$ cat config.mk
export PLATFORM = sky130hd
export DESIGN_NAME = instr_fetch_unit
export DESIGN_NICKNAME = d
export VERILOG_FILES = /design/src/rtl/ifu_pkg.sv /design/src/rtl/ifu_fifo.sv /design/src/rtl/instr_fetch_unit.sv
export SDC_FILE = /design/constraint.sdc
export NUM_CORES = 1
export LEC_CHECK = 0
export CORE_UTILIZATION = 46
export CTS_CLUSTER_SIZE = 28
export DETAILED_ROUTE_END_ITERATION = 7
export GPL_TIMING_DRIVEN = 0
export PLACE_DENSITY = 0.77
export SLEW_MARGIN = 20
export SYNTH_ARGS = -nofsm -noshare
export SYNTH_HDL_FRONTEND = slang
export SYNTH_SLANG_ARGS = --single-unit
$ cat constraint.sdc
create_clock -name clk -period 5 [get_ports clk]
set_input_delay 1 -clock clk [delete_from_list [all_inputs] [get_ports clk]]
set_output_delay 1 -clock clk [all_outputs]
set_load 0.05 [all_outputs]
$ cat src/rtl/ifu_pkg.sv
// Shared types and constants for the instruction fetch unit.
// Optional feature macro: IFU_BOUND_CHECK_EN (see instr_fetch_unit.sv).
package ifu_pkg;

    // addi x0, x0, 0
    localparam logic [31:0] NOP_INSTR = 32'h0000_0013;

    typedef struct packed {
        logic [31:0] pc;
        logic [31:0] instr;
        logic        fault;
    } fetch_entry_t;

    // Sequential PC step; wraps modulo 2^32.
    function automatic logic [31:0] pc_step(input logic [31:0] pc);
        return pc + 32'd4;
    endfunction

endpackage

$ cat src/rtl/ifu_fifo.sv
// Prefetch FIFO of fetch entries. Flush dominates push and pop; a push into a
// full FIFO is accepted only when a pop happens in the same cycle.
module ifu_fifo
    import ifu_pkg::*;
#(
    parameter int unsigned DEPTH = 2
) (
    input  logic         clk_i,
    input  logic         rst_i,
    input  logic         push_i,
    input  logic         pop_i,
    input  logic         flush_i,
    input  fetch_entry_t wdata_i,
    output fetch_entry_t rdata_o,
    output logic         full_o,
    output logic         empty_o
);

    localparam int unsigned PtrW = $clog2(DEPTH);
    localparam int unsigned CntW = $clog2(DEPTH + 1);

    fetch_entry_t    mem_q [DEPTH];
    logic [PtrW-1:0] wr_ptr_q, wr_ptr_d;
    logic [PtrW-1:0] rd_ptr_q, rd_ptr_d;
    logic [CntW-1:0] cnt_q, cnt_d;
    logic            do_push, do_pop, wr_en;

    assign full_o  = (cnt_q == CntW'(DEPTH));
    assign empty_o = (cnt_q == '0);
    assign rdata_o = mem_q[rd_ptr_q];

    // Next-state for pointers and occupancy, flush taking priority.
    always_comb begin
        do_pop   = pop_i & ~empty_o;
        do_push  = push_i & (~full_o | do_pop);
        wr_en    = do_push & ~flush_i;
        wr_ptr_d = wr_ptr_q;
        rd_ptr_d = rd_ptr_q;
        cnt_d    = cnt_q;
        if (flush_i) begin
            wr_ptr_d = '0;
            rd_ptr_d = '0;
            cnt_d    = '0;
        end else begin
            if (do_push) wr_ptr_d = wr_ptr_q + PtrW'(1);
            if (do_pop)  rd_ptr_d = rd_ptr_q + PtrW'(1);
            cnt_d = cnt_q + CntW'(do_push) - CntW'(do_pop);
        end
    end

    // Pointer and count registers.
    always_ff @(posedge clk_i or posedge rst_i) begin
        if (rst_i) begin
            wr_ptr_q <= '0;
            rd_ptr_q <= '0;
            cnt_q    <= '0;
        end else begin
            wr_ptr_q <= wr_ptr_d;
            rd_ptr_q <= rd_ptr_d;
            cnt_q    <= cnt_d;
        end
    end

    // Entry storage; cleared on reset so the head reads as zero.
    always_ff @(posedge clk_i or posedge rst_i) begin
        if (rst_i) begin
            for (int i = 0; i < int'(DEPTH); i++) mem_q[i] <= '0;
        end else if (wr_en) begin
            mem_q[wr_ptr_q] <= wdata_i;
        end
    end

endmodule

$ cat src/rtl/instr_fetch_unit.sv
// Fetch stage: owns the PC, reads the combinational ROM at imem_addr = pc and
// queues {pc, instr} for decode. Redirects flush the queue and reload the PC.
// Optional feature macro: IFU_BOUND_CHECK_EN -- fetches beyond ROM_WORDS
// push NOP_INSTR with the fault bit set.
module instr_fetch_unit
    import ifu_pkg::*;
#(
    parameter logic [31:0] RESET_PC   = 32'h0000_0000,
    parameter int unsigned FIFO_DEPTH = 2,
    parameter int unsigned ROM_WORDS  = 62
) (
    input  logic        clk,
    input  logic        reset,
    output logic [31:0] imem_addr,
    input  logic [31:0] imem_data,
    input  logic        redirect_valid,
    input  logic [31:0] redirect_pc,
    output logic        out_valid,
    input  logic        out_ready,
    output logic [31:0] out_instr,
    output logic [31:0] out_pc,
    output logic        fetch_fault
);

    logic [31:0]  pc_q, pc_d;
    logic         push, pop;
    logic         fifo_full, fifo_empty;
    fetch_entry_t entry, head;

    assign imem_addr = pc_q;
    assign out_valid = ~fifo_empty;
    assign pop       = out_valid & out_ready;
    assign push      = ~redirect_valid & (~fifo_full | pop);

    // Build the entry captured from the ROM this cycle.
    always_comb begin
        entry.pc    = pc_q;
        entry.instr = imem_data;
        entry.fault = 1'b0;
`ifdef IFU_BOUND_CHECK_EN
        if ({2'b00, pc_q[31:2]} >= ROM_WORDS) begin
            entry.instr = NOP_INSTR;
            entry.fault = 1'b1;
        end
`endif
    end

    // PC next-state: redirect wins, otherwise advance on every accepted push.
    always_comb begin
        pc_d = pc_q;
        if (redirect_valid) begin
            pc_d = redirect_pc & 32'hFFFF_FFFC;
        end else if (push) begin
            pc_d = pc_step(pc_q);
        end
    end

    // PC register.
    always_ff @(posedge clk or posedge reset) begin
        if (reset) begin
            pc_q <= RESET_PC;
        end else begin
            pc_q <= pc_d;
        end
    end

    ifu_fifo #(
        .DEPTH (FIFO_DEPTH)
    ) u_fifo (
        .clk_i   (clk),
        .rst_i   (reset),
        .push_i  (push),
        .pop_i   (pop),
        .flush_i (redirect_valid),
        .wdata_i (entry),
        .rdata_o (head),
        .full_o  (fifo_full),
        .empty_o (fifo_empty)
    );

    assign out_instr   = head.instr;
    assign out_pc      = head.pc;
    // Without the bound check every stored fault bit is zero, so this is a tie-off.
    assign fetch_fault = head.fault;

endmodule

==> impl_metrics.sql <==
INSERT INTO impl_metrics (metric_group, metric, value, unit) VALUES
('status', 'run_status', 'finished clean', ''),
('floorplan', 'row_count', '45', ''),
('clock_network', 'cts-root-to-sink-buffers', '2', ''),
('synth', 'register_area_share_after_synthesis', '53.5', '%'),
('clock_network', 'cts.reportedPaths.clkPinSlew', '60', 'ps'),
('worst_hold_path', 'min-delay-start', 'u_fifo.mem_q[115]', ''),
('cells_and_area', 'final_layout_size_suffix_gt1_share', '33.2', '%'),
('synth', 'synthesis.instances', '562', ''),
('global_routing', 'grt_util_all_layers', '23.0', '%'),
('flow_run', 'drv.max_cap_violation_count', '0', ''),
('cells_and_area', 'most-common-layout-cells', 'sky130_fd_sc_hd__mux2_2 (188), sky130_fd_sc_hd__dfrtp_1 (158), sky130_fd_sc_hd__clkdlybuf4s50_1 (158)', ''),
('setup_path', 'path_class', 'flip-flop to output pin', ''),
('timing', 'fin_crit_sh', '77.6', '%'),
('timing', 'max_freq', '0.258', 'GHz'),
('setup_path', 'r2r_start', 'u_fifo.cnt_q[1]', ''),
('cells_and_area', 'insertedDiodeCount', '0', ''),
('synth', 'synth_cell_type_count', '44', ''),
('detailed_routing', 'routed_wire_length_per_instance', '18.8', 'um'),
('clock_network', 'numCtsBuffers', '17', ''),
('clock_network', 'post_cts.repair.setup_buffers', '0', ''),
('cells_and_area', 'design.final.nets', '819', ''),
('setup_path', 'crit_path_end_kind', 'output pin', ''),
('floorplan', 'dieHeight', '129', 'um'),
('timing', 'timing.final.crit_period', '3880', 'ps'),
('pwr', 'peakVddDrop', '0.430', 'mV'),
('setup_path', 'crit_fanout', '10', ''),
('timing', 'fin_worst_skew', '7.74', 'ps'),
('timing', 'tightest_slew', '818', 'ps'),
('detailed_routing', 'detailedRoute.firstPassIterationCount', '4', ''),
('clock_network', 'cts.htree.levels', '4', ''),
('detailed_routing', 'routed_wirelength', '18300', 'um'),
('clock_network', 'ctsResizeCount', '0', ''),
('floorplan', 'die_width', '129', 'um'),
('clock_network', 'cts_sinks', '158', ''),
('timing', 'finalSetupViolations', '0', ''),
('global_routing', 'vias_in_the_first_global_route', '5526', ''),
('synth', 'postSynthAreaPerCell', '13.1', 'um2'),
('floorplan', 'initial_utilization', '47.9', '%'),
('timing', 'rsz0062_at_grt', 'no', ''),
('global_routing', 'wire_length_of_the_first_global_routing_pass', '28800', 'um'),
('placement', 'detailedPlacementHpwl', '13100', 'um'),
('placement', 'placement.io_buffers', '158', ''),
('synth', 'synth.yosys.warnings', '0', ''),
('setup_path', 'crit_path_start', 'u_fifo.rd_ptr_q', ''),
('timing', 'slew_headroom', '45.1', '%'),
('setup_path', 'critPathRequiredTime', '4000', 'ps'),
('synth', 'synth_top_flop_cell', 'sky130_fd_sc_hd__dfrtp_1', ''),
('global_routing', 'antenna_violations_before_repair', '0', ''),
('global_routing', 'sum_of_overflow_across_all_layers_after_global_routing', '0', ''),
('global_routing', 'grt_start_max_net_pins', '38', ''),
('pwr', 'power_density', '650', 'mW/mm2'),
('worst_hold_path', 'holdCritPathClass', 'flip-flop to flip-flop', ''),
('setup_path', 'worst_setup_path_start_kind', 'flip-flop', ''),
('timing', 'setup_tns', '0', 'ps'),
('pwr', 'power.static_leakage', '3.99', 'nW'),
('synth', 'synth_async_sr_flop_share', '100', '%'),
('timing', 'final-hold-violation-count', '0', ''),
('detailed_routing', 'detail_route.vias_per_cell', '5.49', ''),
('cells_and_area', 'syn2layout_area_growth', '35.0', '%'),
('synth', 'number_of_flops_mapped_to_enable_cells_by_yosys', '0', ''),
('cells_and_area', 'fin_area', '0.00997', 'mm2'),
('synth', 'ys_seq_elements', '158', ''),
('cells_and_area', 'post_layout_nonfiller_instances', '972', ''),
('synth', 'syn-cell-area', '0.00738', 'mm2'),
('clock_network', 'cts_tree', 'yes', ''),
('placement', 'gp_congestion', '0.804', ''),
('floorplan', 'core', '0.0154', 'mm2'),
('clock_network', 'cts_root_buffer', 'sky130_fd_sc_hd__clkbuf_16', ''),
('detailed_routing', 'dr_total_vias', '5341', ''),
('timing', 'drv_slew', '0', ''),
('floorplan', 'die_area', '0.0166', 'mm2'),
('floorplan', 'boundaryPins', '166', ''),
('clock_network', 'clkLatencyLatePin', '420', 'ps'),
('placement', 'place.detailed.instances', '940', ''),
('detailed_routing', 'drc', '0', ''),
('cells_and_area', 'final_common_cell', 'sky130_fd_sc_hd__mux2_2', ''),
('clock_network', 'cts_hold_buf', '0', ''),
('detailed_routing', 'drt-initial-drc-count', '221', ''),
('placement', 'detailed_place.area', '0.00936', 'mm2'),
('detailed_routing', 'postRouteAntennaNets', '0', ''),
('setup_path', 'timing.critical_path.arrival', '2880', 'ps'),
('cells_and_area', 'finalCoreUtilization', '64.6', '%');
[critical path, cell delays in order, from the launching register on]
cell and delay, ps:
sky130_fd_sc_hd__dfrtp_1 320, sky130_fd_sc_hd__clkbuf_1 390, sky130_fd_sc_hd__clkbuf_1 610, sky130_fd_sc_hd__mux2_2 410
sky130_fd_sc_hd__clkdlybuf4s50_1 740
[metrics by stage]
stage / total power [mW] / setup slack, ps / hold slack, ps
floorplan: 4.22 / 2000 / 475
global placement: 5.07 / 827 / 483
detailed placement: 5.19 / 1510 / 492
CTS: 6.53 / 1060 / 505
global route: 6.77 / 990 / 514
finish: 6.49 / 1120 / 502
[power by group]
group	total [mW]	internal [mW]	switching [mW]	leakage [nW]
registers	2.04	1.76	0.284	1.84
clock network	1.33	0.826	0.502	0.294
logic	3.11	1.30	1.81	1.85
[sequential cells by signal, summed over array words and instances (netlist names)]
name and flops:
u_fifo.rd_ptr_q 1, u_fifo.cnt_q 2, imem_addr 30, u_fifo.mem_q 124, u_fifo.wr_ptr_q 1
[final timing paths]
kind	to	slack (ps)	cells past startpoint
min in group asynchronous	u_fifo.mem_q[67]	970	2
max in group asynchronous	u_fifo.mem_q[30]	3310	4
worst max-delay path	out_pc[14]	1120	4
worst min-delay path	u_fifo.mem_q[115]	500	1
worst max register to register	u_fifo.mem_q[8]	2740	6
worst min register to register	u_fifo.mem_q[115]	500	1
[synthesized netlist by cell type (all sizes together) (3+ instances only)]
cell | instances | area share (%)
nand2 | 20 | 1.0
inv | 6 | 0.30
dfrtp | 158 | 54
ha | 3 | 0.51
o31ai | 15 | 1.5
xor2 | 7 | 0.83
buf | 24 | 1.9
or4 | 18 | 1.9
mux2 | 188 | 29
nand4 | 11 | 1.2
nor2 | 21 | 1.1
and3 | 4 | 0.34
a31oi | 16 | 1.4
xnor2 | 7 | 0.83
o21ai | 11 | 0.75
clkbuf | 13 | 0.68
nand3 | 13 | 0.88
and2 | 3 | 0.25
and4 | 5 | 0.61
[kinds of logic (layout without fill, tap and decap cells)]
group / Yosys count / in the layout / share of synthesized area (%)
flip-flops: 158 / 158 / 53.5
adder cells (fa/ha/maj): 3 / 3 / 0.508
buffers and inverters: 45 / 240 / 3.12
multiplexers: 189 / 189 / 28.8
XOR/XNOR: 14 / 14 / 1.66
AO/OA/AOI/OAI: 46 / 46 / 4.05
AND/OR/NAND/NOR: 106 / 106 / 8.27
other: 1 / 5 / 0.0508
[area by class of cell]
type                            instances  area (um2)
Clock inverter                          9         133
Tap cell                              211         264
Multi-Input combinational cell        363        3220
Inverter                                6        26.3
Sequential cell                       158        3950
Buffer                                 39         208
Fill cell                            1173        5460
Timing Repair Buffer                  163        1690
Clock buffer                           23         478
[per-layer routing]
metal	wire [um]	global-route usage, %	share of wire [%]
met5	0	0	0
met3	1370	7.53	7.5
met4	293	6.85	1.6
met1	7490	28.5	41
met2	9150	38.4	50
Note: power is estimated with default switching activity, not from simulation.
